--- config.mk ---
export PLATFORM = sky130hd
export DESIGN_NAME = uart_tx_flat
export DESIGN_NICKNAME = d
export VERILOG_FILES = /design/src/rtl/uart_tx_if.sv /design/src/rtl/uart_tx.sv /design/src/flat_wrapper.sv
export SDC_FILE = /design/constraint.sdc
export NUM_CORES = 1
export LEC_CHECK = 0
export BUFFER_PORTS_ARGS = -buffer_cell sky130_fd_sc_hd__clkbuf_2
export CAP_MARGIN = 5
export CORE_MARGIN = 3
export CORE_UTILIZATION = 30
export CTS_BUF_LIST = sky130_fd_sc_hd__clkbuf_8
export CTS_CLUSTER_DIAMETER = 150
export DETAILED_ROUTE_END_ITERATION = 16
export PLACE_DENSITY = 0.4
export SYNTH_ARGS = -nofsm -noshare
export SYNTH_HDL_FRONTEND = slang
export SYNTH_SLANG_ARGS = --single-unit
--- constraint.sdc ---
create_clock -name CLK_25MHZ -period 3.5 [get_ports CLK_25MHZ]
set_input_delay 0 -clock CLK_25MHZ [delete_from_list [all_inputs] [get_ports CLK_25MHZ]]
set_output_delay 0 -clock CLK_25MHZ [all_outputs]
set_load 0.05 [all_outputs]
--- src/rtl/uart_tx_if.sv ---
// Byte-in / serial-out handshake bundle between a producer and uart_tx.
interface uart_tx_if #(
    parameter int FIFO_DEPTH = 16
);
    localparam int CW = $clog2(FIFO_DEPTH) + 1;

    logic [7:0]    TX_DATA;
    logic          TX_VALID;
    logic          TX_READY;
    logic          TX;
    logic          BUSY;
    logic [CW-1:0] FIFO_COUNT;

    modport master (
        output TX_DATA, TX_VALID,
        input  TX_READY, TX, BUSY, FIFO_COUNT
    );

    modport slave (
        input  TX_DATA, TX_VALID,
        output TX_READY, TX, BUSY, FIFO_COUNT
    );
endinterface

--- src/rtl/uart_tx.sv ---
// 8N1 UART transmitter with a byte FIFO; frames are 10*CPB cycles, LSB first.
// Latency: TX falls in the cycle after the byte is popped (2 edges after accept into an idle, empty FIFO).
// Backpressure: TX_READY low while the FIFO is full; pushes while full are silently dropped.
module uart_tx #(
    parameter int CLK_HZ     = 25000000,
    parameter int BAUD       = 9600,
    parameter int FIFO_DEPTH = 16
) (
    input  logic    CLK_25MHZ,
    input  logic    RESET_N,
    uart_tx_if.slave bus
);
    localparam int CPB = CLK_HZ / BAUD;
    localparam int TW  = $clog2(CPB);
    localparam int AW  = $clog2(FIFO_DEPTH);
    localparam int CW  = AW + 1;
    localparam logic [TW-1:0] RELOAD = TW'(CPB - 1);

    typedef enum logic [1:0] {IDLE, START, DATA, STOP} state_t;

    logic [7:0]    mem [FIFO_DEPTH];
    logic [AW-1:0] wr_ptr, rd_ptr;
    logic [CW-1:0] count;
    logic          push, pop;

    state_t        state, state_nxt;
    logic [TW-1:0] timer, timer_nxt;
    logic [2:0]    bit_cnt, bit_cnt_nxt;
    logic [7:0]    shreg, shreg_nxt;
    logic          tx_q, tx_nxt;
    logic          bit_end;

    assign bus.TX_READY   = (count != CW'(FIFO_DEPTH));
    assign push           = bus.TX_VALID && bus.TX_READY;
    assign bus.FIFO_COUNT = count;
    assign bus.BUSY       = (state != IDLE) || (count != '0);
    assign bus.TX         = tx_q;

    // Storage is deliberately left out of reset; only pointers and count clear.
    always_ff @(posedge CLK_25MHZ) begin
        if (push)
            mem[wr_ptr] <= bus.TX_DATA;
    end

    always_ff @(posedge CLK_25MHZ or negedge RESET_N) begin
        if (!RESET_N) begin
            wr_ptr <= '0;
            rd_ptr <= '0;
            count  <= '0;
        end else begin
            if (push)
                wr_ptr <= wr_ptr + 1'b1;
            if (pop)
                rd_ptr <= rd_ptr + 1'b1;
            case ({push, pop})
                2'b10:   count <= count + 1'b1;
                2'b01:   count <= count - 1'b1;
                default: count <= count;
            endcase
        end
    end

    always_ff @(posedge CLK_25MHZ or negedge RESET_N) begin
        if (!RESET_N) begin
            state   <= IDLE;
            timer   <= '0;
            bit_cnt <= '0;
            shreg   <= '0;
            tx_q    <= 1'b1;
        end else begin
            state   <= state_nxt;
            timer   <= timer_nxt;
            bit_cnt <= bit_cnt_nxt;
            shreg   <= shreg_nxt;
            tx_q    <= tx_nxt;
        end
    end

    assign bit_end = (timer == '0);

    always_comb begin
        state_nxt   = state;
        timer_nxt   = timer;
        bit_cnt_nxt = bit_cnt;
        shreg_nxt   = shreg;
        pop         = 1'b0;
        tx_nxt      = 1'b1;

        case (state)
            IDLE: begin
                if (count != '0) begin
                    pop       = 1'b1;
                    shreg_nxt = mem[rd_ptr];
                    timer_nxt = RELOAD;
                    state_nxt = START;
                end
            end
            START: begin
                if (bit_end) begin
                    timer_nxt   = RELOAD;
                    bit_cnt_nxt = '0;
                    state_nxt   = DATA;
                end else begin
                    timer_nxt = timer - 1'b1;
                end
            end
            DATA: begin
                if (bit_end) begin
                    timer_nxt = RELOAD;
                    shreg_nxt = {1'b0, shreg[7:1]};
                    if (bit_cnt == 3'd7) begin
                        bit_cnt_nxt = '0;
                        state_nxt   = STOP;
                    end else begin
                        bit_cnt_nxt = bit_cnt + 1'b1;
                    end
                end else begin
                    timer_nxt = timer - 1'b1;
                end
            end
            STOP: begin
                if (bit_end) begin
                    // Chain straight into the next start bit when more data waits.
                    if (count != '0) begin
                        pop       = 1'b1;
                        shreg_nxt = mem[rd_ptr];
                        timer_nxt = RELOAD;
                        state_nxt = START;
                    end else begin
                        timer_nxt = '0;
                        state_nxt = IDLE;
                    end
                end else begin
                    timer_nxt = timer - 1'b1;
                end
            end
            default: begin
                timer_nxt = '0;
                state_nxt = IDLE;
            end
        endcase

        // Line level follows the upcoming state so the output is a clean flop.
        case (state_nxt)
            START:   tx_nxt = 1'b0;
            DATA:    tx_nxt = shreg_nxt[0];
            default: tx_nxt = 1'b1;
        endcase
    end
endmodule

--- src/flat_wrapper.sv ---
// flat-port wrapper written by rule: the top's interface ports become plain ports
module uart_tx_flat 
#(
    parameter int CLK_HZ     = 25000000,
    parameter int BAUD       = 9600,
    parameter int FIFO_DEPTH = 16
)
  (CLK_25MHZ, RESET_N, bus_TX_DATA, bus_TX_VALID, bus_TX_READY, bus_TX, bus_BUSY, bus_FIFO_COUNT);
  uart_tx_if #(.FIFO_DEPTH(FIFO_DEPTH)) bus_i ();
  input  logic CLK_25MHZ;
  input  logic RESET_N;
  input wire logic [$bits(bus_i.TX_DATA)-1:0] bus_TX_DATA;
  input wire logic [$bits(bus_i.TX_VALID)-1:0] bus_TX_VALID;
  output wire logic [$bits(bus_i.TX_READY)-1:0] bus_TX_READY;
  output wire logic [$bits(bus_i.TX)-1:0] bus_TX;
  output wire logic [$bits(bus_i.BUSY)-1:0] bus_BUSY;
  output wire logic [$bits(bus_i.FIFO_COUNT)-1:0] bus_FIFO_COUNT;
  assign bus_i.TX_DATA = bus_TX_DATA;
  assign bus_i.TX_VALID = bus_TX_VALID;
  assign bus_TX_READY = bus_i.TX_READY;
  assign bus_TX = bus_i.TX;
  assign bus_BUSY = bus_i.BUSY;
  assign bus_FIFO_COUNT = bus_i.FIFO_COUNT;
  uart_tx #(.CLK_HZ(CLK_HZ), .BAUD(BAUD), .FIFO_DEPTH(FIFO_DEPTH)) u_core (.CLK_25MHZ(CLK_25MHZ), .RESET_N(RESET_N), .bus(bus_i));
endmodule
==> qor.csv <==
metric,value,unit
RR Endpoint,u_core.bus.FIFO_COUNT[4],
DIE AREA,26000,um^2
Worst setup SP type,flop,
most frequent cells in the layout,"edfxtp_1 (128), nor2_1 (42), dfrtp_1 (37)",
CP max stage delay,430,ps
Tot GR Track Use,12.7,%
sequential area share after synthesis,66.7,%
Critical Path RT,3840,ps
Max Fclk,325,MHz
clock latency on the worst-skew pair,460,ps
fillers,2312,
Power Internal,3.18,mW
H-tree depth,4,
endpoint class of the critical path,flop,
Root Buffer,clkbuf_8,
number of synthesized flops with an enable pin,128,
Synth Warn #,0,
worst-margin pin slew,1040,ps
Post-synth ARST share,23.4,%
Leak Pwr,3.09,nW
CP max stage cell,dfrtp_1,
# nets final,540,
vias in the first global route,4216,
largest net degree at the start of global routing,40,
clock-pin slew on the worst setup and hold paths,100,ps
switching share of total power,29.0,%
HP Class,in2reg,
CP dominant cell by count,inv_1,
"Slew Viols, Final",0,
# rows,56,
Initial Util,30.7,%
Core ar.,23500,um^2
placed insts,802,
Hold Crit Start,bus_TX_VALID,
Bufs and invs on worst path,3,
final antenna-violating net count,0,
DR DRC count,0,
post-synth net total,495,
busiest grt layer,met2,
ys flop type,edfxtp_1,
unrepaired setup endpoints after global routing,false,
R2R setup slack,430,ps
critical path depth in cells,14,
Max IR drop VDD,0.000260,V
final non-filler cell total,842,
Final Hold Viols,0,
"wirelength, routed",15.8,mm
share of cells above drive strength 1,19.9,%
Post-DP Area,7750,um^2
diode count,0,
gr ovfl total,0,
Syn Area/Cell,15.5,um^2
Mapped Cells,466,
dpl hpwl,10.8,mm
Die X-Extent,161,um
Post-CTS Setup Repair Bufs,0,
Num CTS Buffers,17,
first drt pass iteration count,4,
post-synth cell types,59,
PD cells,545,nW/um^2
CP max FO,6,
Final setup viols,0,
Slew headroom,30.9,%
DIE HEIGHT,161,um
fin crit share,87.8,%
critical path type,reg2reg,
Vias/cell,4.75,
share of power burned in registers,54.7,%
sw power,1.30,mW
Hold EP,u_core.wr_ptr[1],
via count,4000,
RR Startpoint,u_core.timer[0],
"most common cell after layout, fill and taps aside",edfxtp_1,
#FFs+latches synth,167,
"Min Clock Period, post-route",3070,ps
starting DRC count in detailed routing,255,
hold buffers post-CTS,9,
critical path arrival,3410,ps
Max Cap Viol,0,
Max clock buf depth,2,
fin area,8240,um^2
Clk pwr share,31.6,%
PortBufs,18,
initial antenna violation count,0,
grt met2 use,21.0,%
met1 GRT Util,17.1,%
Comb pwr share,13.7,%
Post-Syn Area,7220,um^2
hold path depth,3,
total I/O pin count,19,
setup TNS,0,ps
number of clock sinks,167,
wire length per cell,18.7,um
fin util,35.0,%
first-pass GRT wire length,24.9,mm
worst reg-to-reg path cell count,14,
CP top delay family,adder cells,
CP cell instances,inv_1 -> ha_1 -> nor4b_4 -> a41oi_1 -> nor3_2 -> ha_1 -> inv_1 -> fa_1 -> inv_1 -> a21o_1 -> a21oi_1 -> xnor2_1 -> nor2_1 -> xor2_1,
outcome,completed,
# resized after CTS,0,
Area growth syn-to-layout,14.0,%
CTS tree,built,
Worst Skew,22.9,ps
GP Congestion,0.770,
GR Util met3,2.59,%
## layout make-up
cell class              instances  area (um^2)  area share [%]
clock buffers                  17          234            2.84
well taps                     319          399            4.85
multi-input cells             266         2260            27.4
flip-flops and latches        167         4820            58.6
repair buffers                 43          300            3.65
inverters                      16         60.1           0.729
clock inverters                14          164            1.99
## worst register-to-register path, delay by kind of cell (launching register included)
kind                     cells  cell delay, ps
XOR/XNOR                     2             270
adder cells (fa/ha/maj)      3             880
flip-flops                   1             430
AND/OR/NAND/NOR              3             640
AO/OA/AOI/OAI                3             450
buffers and inverters        3             280
## worst max path at each step
stage | from | end | slack, ps
floorplan | u_core.bus.FIFO_COUNT[0] | u_core.bus.FIFO_COUNT[4] | 240
global placement | u_core.timer[0] | u_core.bus.FIFO_COUNT[4] | 500
detailed placement | u_core.timer[0] | u_core.bus.FIFO_COUNT[4] | 440
CTS | u_core.timer[0] | u_core.bus.FIFO_COUNT[4] | 420
global route | u_core.timer[1] | u_core.bus.FIFO_COUNT[4] | 130
finish | u_core.timer[0] | u_core.bus.FIFO_COUNT[4] | 430
## metal layers
layer,wire (um),share of wire (%)
met5,0,0
met4,163,1.0
met3,377,2.4
met2,7720,49
met1,7500,48
## synthesized netlist by cell type (3+ instances only)
cell	n	area [um^2]
nor2_1	42	158
nand2_1	23	86.3
nor3_2	3	30.0
nand2b_1	4	25.0
buf_1	3	11.3
dfrtp_1	38	951
a21oi_1	14	70.1
xnor2_1	8	70.1
buf_4	3	22.5
ha_1	17	213
o21ai_0	9	45.0
mux4_2	20	450
a221oi_1	18	158
nor3_1	9	45.0
edfxtp_1	128	3840
clkbuf_1	6	22.5
a22oi_1	6	45.0
buf_2	4	20.0
o21ai_1	8	40.0
mux2i_1	30	300
o22a_1	4	35.0
a31oi_1	3	18.8
inv_1	14	52.6
xor2_1	6	52.6
## metrics by stage
| step | total power, mW | hold slack (ps) | setup WS, ps |
|---|---|---|---|
| floorplan | 2.89 | -296 | 243 |
| global placement | 3.12 | 227 | 502 |
| detailed placement | 3.13 | 255 | 444 |
| CTS | 4.55 | 40.6 | 423 |
| global route | 4.71 | 83.3 | 125 |
| finish | 4.49 | 63.9 | 427 |
## flip-flops by register name (all words and copies together) (netlist names)
signal / cells
u_core.bit_cnt: 3
u_core.shreg: 8
u_core.bus.TX: 1
u_core.state: 2
u_core.rd_ptr: 4
u_core.mem: 128
u_core.timer: 12
u_core.wr_ptr: 4
u_core.bus.FIFO_COUNT: 5
## power by group through the flow
stage | clock (mW) | combinational (mW) | sequential (mW)
2_1_floorplan | 0 | 0.346 | 2.55
3_3_place_gp | 0 | 0.626 | 2.49
3_5_place_dp | 0 | 0.626 | 2.50
4_1_cts | 1.46 | 0.634 | 2.46
5_1_grt | 1.55 | 0.683 | 2.48
6_report | 1.42 | 0.613 | 2.46
## kinds of logic (layout without fill, tap and decap cells)
group | after synthesis | in the layout | synth area share (%)
AOI/OAI and AO/OA | 80 | 80 | 8.07
xor gates and xnor gates | 14 | 14 | 1.70
adders and majority gates | 18 | 18 | 3.22
buffers and inverters | 33 | 90 | 2.04
DFF | 167 | 167 | 66.7
muxes | 54 | 54 | 11.0
and+or+nand+nor | 100 | 100 | 7.22
No activity file was read; power rests on OpenSTA's default activity.
